$ cat src/rtl/bus_arbiter_pkg.sv
// Shared definitions for the round-robin bus arbiter.
//   arbState_t      : FSM state encoding (2'b11 is illegal and recovers to IDLE)
//   HOLD_CNT_W      : width of the grant-hold watchdog counter (MAX_HOLD up to 65535)
//   ownerWidth()    : width of an owner index for a given number of masters
package bus_arbiter_pkg;

  typedef enum logic [1:0] {
    IDLE    = 2'b00,
    GRANTED = 2'b01,
    RELEASE = 2'b10
  } arbState_t;

  localparam int HOLD_CNT_W = 16;

  function automatic int ownerWidth(input int nMasters);
    return (nMasters > 1) ? $clog2(nMasters) : 1;
  endfunction

  localparam int OWNER_W_DEFAULT = ownerWidth(4);

endpackage

$ cat src/rtl/bus_arbiter_if.sv
// Request/grant bundle between the core-side arbitration submodules and one
// bus arbiter (one instance for the I-bus, one for the D-bus).
//   Bus_RQ        : per-core level request
//   Bus_Mem_Ready : memory ready seen on the shared bus
//   Bus_GRANT     : one-hot or zero grant
//   Grant_Owner   : index of the current/last owner
//   Bus_Busy      : arbiter not idle
//   Hold_Timeout  : one-cycle pulse when the watchdog revokes a grant
// modport master : requester side; modport slave : arbiter side.
interface bus_arbiter_if
  import bus_arbiter_pkg::*;
#(
  parameter int N_MASTERS = 4
);
  localparam int W = ownerWidth(N_MASTERS);

  logic [N_MASTERS-1:0] Bus_RQ;
  logic                 Bus_Mem_Ready;
  logic [N_MASTERS-1:0] Bus_GRANT;
  logic [W-1:0]         Grant_Owner;
  logic                 Bus_Busy;
  logic                 Hold_Timeout;

  modport master (
    output Bus_RQ, Bus_Mem_Ready,
    input  Bus_GRANT, Grant_Owner, Bus_Busy, Hold_Timeout
  );

  modport slave (
    input  Bus_RQ, Bus_Mem_Ready,
    output Bus_GRANT, Grant_Owner, Bus_Busy, Hold_Timeout
  );
endinterface

$ cat src/rtl/bus_arbiter_rr_picker.sv
// Combinational round-robin winner selection.
//   req       : request vector
//   lastOwner : index of the previous owner; search starts one above it
//   winner    : first requesting index found searching upward with wrap
//   anyReq    : at least one request present
module rr_picker
  import bus_arbiter_pkg::*;
#(
  parameter int N_MASTERS = 4,
  localparam int W = ownerWidth(N_MASTERS)
) (
  input  logic [N_MASTERS-1:0] req,
  input  logic [W-1:0]         lastOwner,
  output logic [W-1:0]         winner,
  output logic                 anyReq
);

  // One spare bit so lastOwner + i cannot overflow before the wrap subtract.
  logic [W:0] idx;
  logic       found;

  always_comb begin
    winner = '0;
    found  = 1'b0;
    idx    = '0;
    for (int i = 1; i <= N_MASTERS; i++) begin
      idx = {1'b0, lastOwner} + (W+1)'(i);
      if (idx >= (W+1)'(N_MASTERS)) idx = idx - (W+1)'(N_MASTERS);
      if (!found && req[idx[W-1:0]]) begin
        winner = idx[W-1:0];
        found  = 1'b1;
      end
    end
  end

  assign anyReq = |req;

endmodule

$ cat src/rtl/bus_arbiter.sv
// Round-robin bus arbiter with optional grant-hold watchdog.
//   clk   : rising-edge clock
//   reset : asynchronous active-low reset
//   bus   : bus_arbiter_if.slave (requests, memory ready, grant outputs)
// Parameters: N_MASTERS (2..16), MAX_HOLD (0 disables the watchdog).
//
// state   | meaning
// IDLE    | no grant; next edge grants the round-robin winner if any request
// GRANTED | one core owns the bus; others ignored until it drops or times out
// RELEASE | grant dropped; wait for the memory side to deassert Ready
module bus_arbiter
  import bus_arbiter_pkg::*;
#(
  parameter int N_MASTERS = 4,
  parameter int MAX_HOLD  = 0
) (
  input logic           clk,
  input logic           reset,
  bus_arbiter_if.slave  bus
);

  localparam int W = ownerWidth(N_MASTERS);
  localparam logic [HOLD_CNT_W-1:0] HoldLimit = HOLD_CNT_W'(MAX_HOLD - 1);

  arbState_t              state, stateNext;
  logic [N_MASTERS-1:0]   grantQ, grantNext;
  logic [W-1:0]           ownerQ, ownerNext;
  logic [W-1:0]           lastOwnerQ, lastOwnerNext;
  logic [HOLD_CNT_W-1:0]  holdCnt, holdCntNext;
  logic                   timeoutQ, timeoutNext;
  logic                   busyQ, busyNext;
  logic [W-1:0]           winner;
  logic                   anyReq;

  rr_picker #(.N_MASTERS(N_MASTERS)) uPicker (
    .req       (bus.Bus_RQ),
    .lastOwner (lastOwnerQ),
    .winner    (winner),
    .anyReq    (anyReq)
  );

  always_ff @(posedge clk or negedge reset) begin
    if (!reset) begin
      state      <= IDLE;
      grantQ     <= '0;
      ownerQ     <= '0;
      lastOwnerQ <= W'(N_MASTERS - 1);
      holdCnt    <= '0;
      timeoutQ   <= 1'b0;
      busyQ      <= 1'b0;
    end else begin
      state      <= stateNext;
      grantQ     <= grantNext;
      ownerQ     <= ownerNext;
      lastOwnerQ <= lastOwnerNext;
      holdCnt    <= holdCntNext;
      timeoutQ   <= timeoutNext;
      busyQ      <= busyNext;
    end
  end

  always_comb begin
    stateNext     = state;
    grantNext     = grantQ;
    ownerNext     = ownerQ;
    lastOwnerNext = lastOwnerQ;
    holdCntNext   = holdCnt;
    timeoutNext   = 1'b0;
    case (state)
      IDLE: begin
        grantNext = '0;
        if (anyReq) begin
          grantNext     = N_MASTERS'(1) << winner;
          ownerNext     = winner;
          lastOwnerNext = winner;
          holdCntNext   = '0;
          stateNext     = GRANTED;
        end
      end
      GRANTED: begin
        if (!bus.Bus_RQ[ownerQ]) begin
          grantNext = '0;
          stateNext = RELEASE;
        end else if (MAX_HOLD != 0 && holdCnt == HoldLimit) begin
          grantNext   = '0;
          timeoutNext = 1'b1;
          stateNext   = RELEASE;
        end else if (holdCnt != '1) begin
          holdCntNext = holdCnt + 1'b1;
        end
      end
      RELEASE: begin
        grantNext = '0;
        if (!bus.Bus_Mem_Ready) stateNext = IDLE;
      end
      default: begin
        // Illegal encoding: recover to IDLE with outputs cleared.
        stateNext   = IDLE;
        grantNext   = '0;
        ownerNext   = '0;
        holdCntNext = '0;
      end
    endcase
    busyNext = (stateNext != IDLE);
  end

  assign bus.Bus_GRANT    = grantQ;
  assign bus.Grant_Owner  = ownerQ;
  assign bus.Bus_Busy     = busyQ;
  assign bus.Hold_Timeout = timeoutQ;

endmodule
$ cat src/flat_wrapper.sv
// flat-port wrapper written by rule: the top's interface ports become plain ports
module bus_arbiter_flat import bus_arbiter_pkg::*;
#(
  parameter int N_MASTERS = 4,
  parameter int MAX_HOLD  = 0
)
  (clk, reset, bus_Bus_RQ, bus_Bus_Mem_Ready, bus_Bus_GRANT, bus_Grant_Owner, bus_Bus_Busy, bus_Hold_Timeout);
  bus_arbiter_if #(.N_MASTERS(N_MASTERS)) bus_i ();
  input logic clk;
  input logic reset;
  input wire logic [$bits(bus_i.Bus_RQ)-1:0] bus_Bus_RQ;
  input wire logic [$bits(bus_i.Bus_Mem_Ready)-1:0] bus_Bus_Mem_Ready;
  output wire logic [$bits(bus_i.Bus_GRANT)-1:0] bus_Bus_GRANT;
  output wire logic [$bits(bus_i.Grant_Owner)-1:0] bus_Grant_Owner;
  output wire logic [$bits(bus_i.Bus_Busy)-1:0] bus_Bus_Busy;
  output wire logic [$bits(bus_i.Hold_Timeout)-1:0] bus_Hold_Timeout;
  assign bus_i.Bus_RQ = bus_Bus_RQ;
  assign bus_i.Bus_Mem_Ready = bus_Bus_Mem_Ready;
  assign bus_Bus_GRANT = bus_i.Bus_GRANT;
  assign bus_Grant_Owner = bus_i.Grant_Owner;
  assign bus_Bus_Busy = bus_i.Bus_Busy;
  assign bus_Hold_Timeout = bus_i.Hold_Timeout;
  bus_arbiter #(.N_MASTERS(N_MASTERS), .MAX_HOLD(MAX_HOLD)) u_core (.clk(clk), .reset(reset), .bus(bus_i));
endmodule
$ cat config.mk
export PLATFORM = sky130hd
export DESIGN_NAME = bus_arbiter_flat
export DESIGN_NICKNAME = d
export VERILOG_FILES = /design/src/rtl/bus_arbiter_pkg.sv /design/src/rtl/bus_arbiter_if.sv /design/src/rtl/bus_arbiter_rr_picker.sv /design/src/rtl/bus_arbiter.sv /design/src/flat_wrapper.sv
export SDC_FILE = /design/constraint.sdc
export NUM_CORES = 1
export LEC_CHECK = 0
export ABC_AREA = 1
export CORE_MARGIN = 2
export CORE_UTILIZATION = 37
export DETAILED_ROUTE_END_ITERATION = 10
export DONT_BUFFER_PORTS = 1
export GPL_ROUTABILITY_DRIVEN = 1
export PLACE_DENSITY_LB_ADDON = 0.15
export SLEW_MARGIN = 5
export SYNTH_ARGS = -nofsm -noshare
export SYNTH_HDL_FRONTEND = slang
export SYNTH_HIERARCHICAL = 1
export SYNTH_SLANG_ARGS = --single-unit
$ cat constraint.sdc
create_clock -name clk -period 1.62 [get_ports clk]
set_clock_uncertainty 0.15 [all_clocks]
set_input_delay 0.243 -clock clk [delete_from_list [all_inputs] [get_ports clk]]
set_output_delay 0.243 -clock clk [all_outputs]
set_load 0.02 [all_outputs]
Yosys cells after proc, flatten, opt, wreduce, memory -nomap -nowiden

Cells that the tools add are included.

Register bits: 11
Logic and storage cells: 70

$add $sub $neg: 8
Magnitude comparators: 9
Equal/unequal tests: 4
Shift operators: 1
Multiplexer cells: 30
Bitwise gates (word level): 1
Reduce and logical (&&, ||, !) cells: 12

Operators by type and width:

| operator            | count |
|---|---|
| $mux 2              | 12 |
| $lt 2x3->1 const B  | 5 |
| $ge 3x3->1 const B  | 4 |
| $bmux 1 s2          | 5 |
| $mux 1              | 8 |
| $mux 4              | 2 |
| $pmux 4 s2          | 1 |
| $sub 2x1->2 const B | 4 |
| $add 2x2->3 const B | 2 |
| $pmux 2 s3          | 1 |
| $pmux 2 s2          | 1 |
| $reduce_and 2->1    | 2 |
| $reduce_or 4->1     | 1 |
| $shl 1x2->4 const A | 1 |
| $add 2x1->3 const B | 1 |
| $add 2x3->3 const B | 1 |
| $logic_and 1x1->1   | 3 |
| $logic_not 1->1     | 3 |
| $eq 2x1->1 const B  | 1 |
| $eq 2x2->1 const B  | 1 |
| $logic_not 2->1     | 1 |
| $ne 2x1->1 const B  | 1 |
| $ne 2x2->1 const B  | 1 |
| $reduce_bool 2->1   | 1 |
| 2 further kinds     | 2 |

Logic depth before layout (Yosys ltp)

Word-level depth: 18
Gate-level depth with buffers: 14
Mapped depth without buffers: 13

Hierarchy

The synthesis kept the hierarchy.

Modules (own cells, without submodules):

| module      | instances | cells each | area each (sq um) | seq. area each (sq um) |
|---|---|---|---|---|
| bus_arbiter | 1         | 71         | 591.8             | 277.8 |
| rr_picker   | 1         | 50         | 301.5             | 0.0 |

Least setup slack after synthesis

OpenSTA, ideal clock, no wires.

Path type: reg-to-reg
Start: reg u_core.lastOwnerQ[0]
End: reg u_core.ownerQ[0] (netlist: u_core/bus.Grant_Owner[0])
Arrival time: 1.549 ns
Setup slack: -0.162 ns
Cell stages (with the launch flop): 14
Path buffers: 1
Period minus slack after synthesis: 1.782 ns
Cell sequence: dfstp_2 buf_6 inv_6 nand2_1 nand2_2 nand2_4 nand2_4 nor2_8 nand4_1 nand2_1 inv_1 nor2_2 inv_1 o22ai_1

Cells in the longest elaborated chain, start to end: 17
Elaborated cells between the ends (all ways): 39
Those cells by class: add/sub (8); order compare (4); mux (21); reduce/logical (6)

RTL lines:

| element                                   | RTL line                    | text |
|---|---|---|
| from (decl)                               | bus_arbiter.sv:28           | `logic [W-1:0] lastOwnerQ, lastOwnerNext;` |
| from (signal assigned)                    | bus_arbiter.sv:47           | `lastOwnerQ <= W'(N_MASTERS - 1);` |
| from (signal assigned)                    | bus_arbiter.sv:55           | `lastOwnerQ <= lastOwnerNext;` |
| $add 2x1->3                               | bus_arbiter_rr_picker.sv:27 | `idx = {1'b0, lastOwner} + (W+1)'(i);` |
| $ge 3x3->1 or $sub 2x1->2 (tied branches) | bus_arbiter_rr_picker.sv:28 | `if (idx >= (W+1)'(N_MASTERS)) idx = idx - (W+1)'(N_MASTERS);` |
| $mux 2                                    | bus_arbiter_rr_picker.sv:28 |  |
| $bmux 1 s2                                | bus_arbiter_rr_picker.sv:29 | `if (!found && req[idx[W-1:0]]) begin` |
| $mux 1 (implied by the code)              | bus_arbiter_rr_picker.sv:29 |  |
| $mux 1                                    | bus_arbiter_rr_picker.sv:29 |  |
| $logic_not 1->1                           | bus_arbiter_rr_picker.sv:29 |  |
| $logic_and 1x1->1                         | bus_arbiter_rr_picker.sv:29 |  |
| [... 2 more ...]                          | --                          |  |
| $logic_and 1x1->1                         | bus_arbiter_rr_picker.sv:29 |  |
| $mux 1                                    | bus_arbiter_rr_picker.sv:29 |  |
| $logic_not 1->1                           | bus_arbiter_rr_picker.sv:29 |  |
| $logic_and 1x1->1                         | bus_arbiter_rr_picker.sv:29 |  |
| $mux 2 (*)                                | bus_arbiter_rr_picker.sv:29 |  |
| named net u_core.winner[0]                | bus_arbiter.sv:32           | `logic [W-1:0] winner;` |
| $mux 2 (*)                                | bus_arbiter.sv:72           | `if (anyReq) begin` |
| $pmux 2 s2 (*)                            | bus_arbiter.sv:69           | `case (state)` |
| to (signal assigned)                      | bus_arbiter.sv:54           | `ownerQ <= ownerNext;` |
| to (decl)                                 | bus_arbiter.sv:27           | `logic [W-1:0] ownerQ, ownerNext;` |

The timed path passes the listed nets; every way through them passes the cells marked *. The select of a mux whose other input is x is not followed.
A chain may end at the register's enable or synchronous reset.

Worst setup path after layout

Ends and elaborated chain as after synthesis.

==> out/metrics.json <==
{
  "status": {
    "status": "finished, violations left",
    "violations": "setup timing"
  },
  "placement": {
    "dpl-instance-area_sq_um": 957,
    "io_buffer_count": 0,
    "placed_cells_incl_taps": 152,
    "place.detailed.hpwl_um": 1470,
    "gp_routability_congestion": 0.738
  },
  "global_routing": {
    "number_of_antenna_violations_at_the_first_check_in_global_routing": 0,
    "overflow": 0,
    "grt_first_pass_wirelength_um": 3220,
    "grt_pass1_vias": 745,
    "largest_net_degree_at_the_start_of_global_routing": 12,
    "track_usage": 0.160
  },
  "worst_hold_path": {
    "min-delay-path-class": "input port to flop"
  },
  "timing": {
    "finalHoldViolCount": 0,
    "max-slew-margin-rel": 0.660,
    "finalSetupViolations": 8,
    "setup_repair_after_global_routing_missed_its_margin": "yes",
    "finalCritPeriodShare": 1.14,
    "final_max_slew_viol_count": 0,
    "final_critical_path_setup_slack_ns": -0.219,
    "maxClockFrequency_mhz": 544,
    "tightestPinTransition_ns": 0.509,
    "fin_crit_ns": 1.84
  },
  "routing": {
    "detailedRoute.firstIterationViolations": 10,
    "dr_total_vias": 769,
    "wl_per_cell_um": 12.1,
    "post_route_ant_nets": 0,
    "drc_errors": 0,
    "totalWireLength_um": 1910,
    "drtPass1Iterations": 4,
    "routed_via_density": 4.87
  },
  "power_and_ir_drop": {
    "total_power_mw": 2.48,
    "vdd_drop_max_v": 0.00108,
    "power-per-cell-area_nw_per_um2": 2380,
    "total_leakage_power_nw": 0.556
  },
  "setup_path": {
    "worst_ep_required_time_ns": 1.66,
    "worst-setup-path-type": "flop to flop",
    "timing.critical_path.from_type": "flop",
    "cp_max_fanout": 8,
    "critical_path_arrival_ns": 1.88,
    "crit_path_end_kind": "flop"
  },
  "floorplanning": {
    "core_area_sq_um": 2250,
    "initial_core_util": 0.396,
    "boundaryPins": 15,
    "die_w_um": 53.1,
    "chipHeight_um": 53.1,
    "row_count": 17,
    "floorplan.die_area_sq_um": 2820
  },
  "synth": {
    "ys_warn_count": 6,
    "yosys.area_share.simple": 0.461,
    "share_of_synthesized_area_occupied_by_flip_flops_and_latches": 0.311,
    "synth.cell_area_sq_um": 893,
    "synth.lib_cells_used.distinct": 25,
    "synthMuxAreaShare": 0,
    "synth-adder-area-share": 0.0560,
    "mappedNetlistNets": 132,
    "dominant_combinational_cell_family_by_area_after_synthesis": "simple AND/OR/NAND/NOR gates",
    "synthXorXnorAreaFrac": 0,
    "synth-compound-area-share": 0.0658,
    "synth.avg_cell_area_sq_um": 7.38,
    "synth_seq_cells": 11,
    "netlist_instances": 121
  },
  "job": {
    "cap_viol_max_count": 0
  },
  "final_layout": {
    "design.final.nets": 142,
    "post_route_non_filler_standard_cell_count": 158,
    "insertedDiodeCount": 0,
    "design_area_sq_um": 1040,
    "post-route-util": 0.462,
    "layout-area-overhead-vs-synth_pct": 16.7,
    "share_of_post_route_cells_with_drive_strength_above_1": 0.400
  },
  "clock_tree": {
    "clkSlewWorstSetupHoldPaths_ns": 0.07,
    "clkLatencyLatePin_ns": 0.27,
    "cts-buffers-inserted": 3,
    "tritoncts": "built",
    "clockRootBuffer": "sky130_fd_sc_hd__clkbuf_4",
    "cts_buffer_depth": 2,
    "clock_tree.htree_level_count": 1,
    "clock_sink_count": 11
  }
}
[cell usage after synthesis]
library cell	number	area, sq um
sky130_fd_sc_hd__o21ai_0	1	5.00
sky130_fd_sc_hd__nor2_2	1	6.26
sky130_fd_sc_hd__buf_6	1	11.3
sky130_fd_sc_hd__conb_1	1	3.75
sky130_fd_sc_hd__nand2_2	12	75.1
sky130_fd_sc_hd__dfrtp_1	9	225
sky130_fd_sc_hd__nand3_1	10	50.1
sky130_fd_sc_hd__nand2_4	5	56.3
sky130_fd_sc_hd__buf_4	1	7.51
sky130_fd_sc_hd__nand3b_1	1	7.51
sky130_fd_sc_hd__nor2_8	1	20.0
sky130_fd_sc_hd__o22ai_1	2	12.5
sky130_fd_sc_hd__a21oi_1	5	25.0
sky130_fd_sc_hd__nand4_1	2	12.5
sky130_fd_sc_hd__inv_2	2	7.51
sky130_fd_sc_hd__o21ai_1	2	10.0
sky130_fd_sc_hd__inv_6	1	8.76
sky130_fd_sc_hd__ha_1	4	50.1
sky130_fd_sc_hd__nor2_4	1	11.3
sky130_fd_sc_hd__inv_1	15	56.3
sky130_fd_sc_hd__nand2_1	37	139
sky130_fd_sc_hd__dfstp_2	2	52.6
sky130_fd_sc_hd__nor2_1	1	3.75
sky130_fd_sc_hd__a31oi_1	1	6.26
sky130_fd_sc_hd__nand3_2	3	30.0
[sequential cells by signal, summed over array words and instances, names as in the netlist]
| signal | cells |
|---|---|
| u_core/bus.Bus_Busy | 1 |
| u_core/state | 2 |
| u_core/bus.Grant_Owner | 2 |
| u_core/bus.Bus_GRANT | 4 |
| u_core/lastOwnerQ | 2 |
[layout by cell type (no fill, tap or decap)]
cell type                        n
sky130_fd_sc_hd__a21oi_1         5
sky130_fd_sc_hd__a31oi_2         1
sky130_fd_sc_hd__buf_4           6
sky130_fd_sc_hd__clkbuf_1        1
sky130_fd_sc_hd__clkbuf_4        3
sky130_fd_sc_hd__conb_1          1
sky130_fd_sc_hd__dfrtp_1         9
sky130_fd_sc_hd__dfstp_2         2
sky130_fd_sc_hd__dlygate4sd3_1   1
sky130_fd_sc_hd__ha_1            4
sky130_fd_sc_hd__inv_1          11
sky130_fd_sc_hd__inv_2           6
sky130_fd_sc_hd__inv_6           1
sky130_fd_sc_hd__nand2_1        32
sky130_fd_sc_hd__nand2_2        17
sky130_fd_sc_hd__nand2_4         5
sky130_fd_sc_hd__nand3_1         7
sky130_fd_sc_hd__nand3_2         6
sky130_fd_sc_hd__nand3b_1        1
sky130_fd_sc_hd__nand4_1         2
sky130_fd_sc_hd__nor2_1          1
sky130_fd_sc_hd__nor2_4          2
sky130_fd_sc_hd__nor2_8          1
sky130_fd_sc_hd__o21ai_0         1
sky130_fd_sc_hd__o21ai_1         2
sky130_fd_sc_hd__o22ai_2         2
[area by class of cell]
class / instances / area (sq um)
Fill cell: 240 / 1210
Multi-Input combinational cell: 90 / 576
Sequential cell: 11 / 278
Inverter: 18 / 72.6
Timing Repair Buffer: 7 / 55.1
Tap cell: 28 / 35.0
Clock buffer: 4 / 26.3
[power by group]
| group | internal, mW | total, mW | switching, mW |
|---|---|---|---|
| Combinational | 0.651 | 1.72 | 1.07 |
| Sequential | 0.409 | 0.577 | 0.168 |
| Clock | 0.0952 | 0.190 | 0.0952 |
| Total | 1.16 | 2.48 | 1.33 |
[final timing paths]
path                       slack [ns]                                     to                              from  cells after the start
setup / recovery                -0.22  u_core/bus.Grant_Owner[0]$_DFFE_PN0P_  u_core/lastOwnerQ[0]$_DFFE_PN1P_                     12
hold / removal                   0.07              u_core/state[0]$_DFF_PN0_                 bus_Bus_Mem_Ready                      4
setup reg to reg                -0.22  u_core/bus.Grant_Owner[0]$_DFFE_PN0P_  u_core/lastOwnerQ[0]$_DFFE_PN1P_                     12
hold reg to reg                  0.36       u_core/lastOwnerQ[1]$_DFFE_PN1P_  u_core/lastOwnerQ[1]$_DFFE_PN1P_                      2
max in group asynchronous        0.74       u_core/lastOwnerQ[0]$_DFFE_PN1P_                             reset                      1
min in group asynchronous        0.23              u_core/state[0]$_DFF_PN0_                             reset                      1
[kinds of logic after synthesis]
logic type / Yosys count
simple gates: 74
other cells: 1
compound gates: 11
buf+inv: 20
flops: 11
fa+ha+maj: 4
[worst max-delay path: stages, from the launching register on]
cell and delay (ns):
sky130_fd_sc_hd__dfstp_2 0.63, sky130_fd_sc_hd__inv_6 0.07, sky130_fd_sc_hd__nand2_2 0.06, sky130_fd_sc_hd__nand2_2 0.06, sky130_fd_sc_hd__nand2_2 0.07, sky130_fd_sc_hd__nand2_4 0.07
sky130_fd_sc_hd__nor2_8 0.12, sky130_fd_sc_hd__nand4_1 0.08, sky130_fd_sc_hd__nand2_1 0.09, sky130_fd_sc_hd__inv_2 0.05, sky130_fd_sc_hd__nor2_4 0.11, sky130_fd_sc_hd__inv_2 0.05
sky130_fd_sc_hd__o22ai_2 0.13
[through the flow]
step	setup WS [ns]	TNS, ns	hold WS, ns
after floorplan	-0.129	-0.391	-0.203
after global placement	-0.186	-0.950	-0.202
after detailed placement	-0.302	-1.39	-0.202
after CTS	-0.208	-1.19	0.0608
after global routing	-0.349	-2.22	0.104
final	-0.219	-1.22	0.0694
[per-layer routing]
layer,GRT usage,vias up,part of all wire
met3,0.0480,2,0.040
met2,0.281,14,0.48
li1,-,398,-
met4,0.0513,0,0.0073
met5,0,-,0
met1,0.184,355,0.47
[what timing repair did]
action | CTS | global route
hold buffers | 1 | 0
gates resized for setup | 9 | 4
setup buffers | 1 | 0
setup endpoints to repair | 8 | 8
hold endpoints to repair | 11 | 0
pin swaps | 3 | 4
Note: power is estimated with default switching activity, not from simulation.
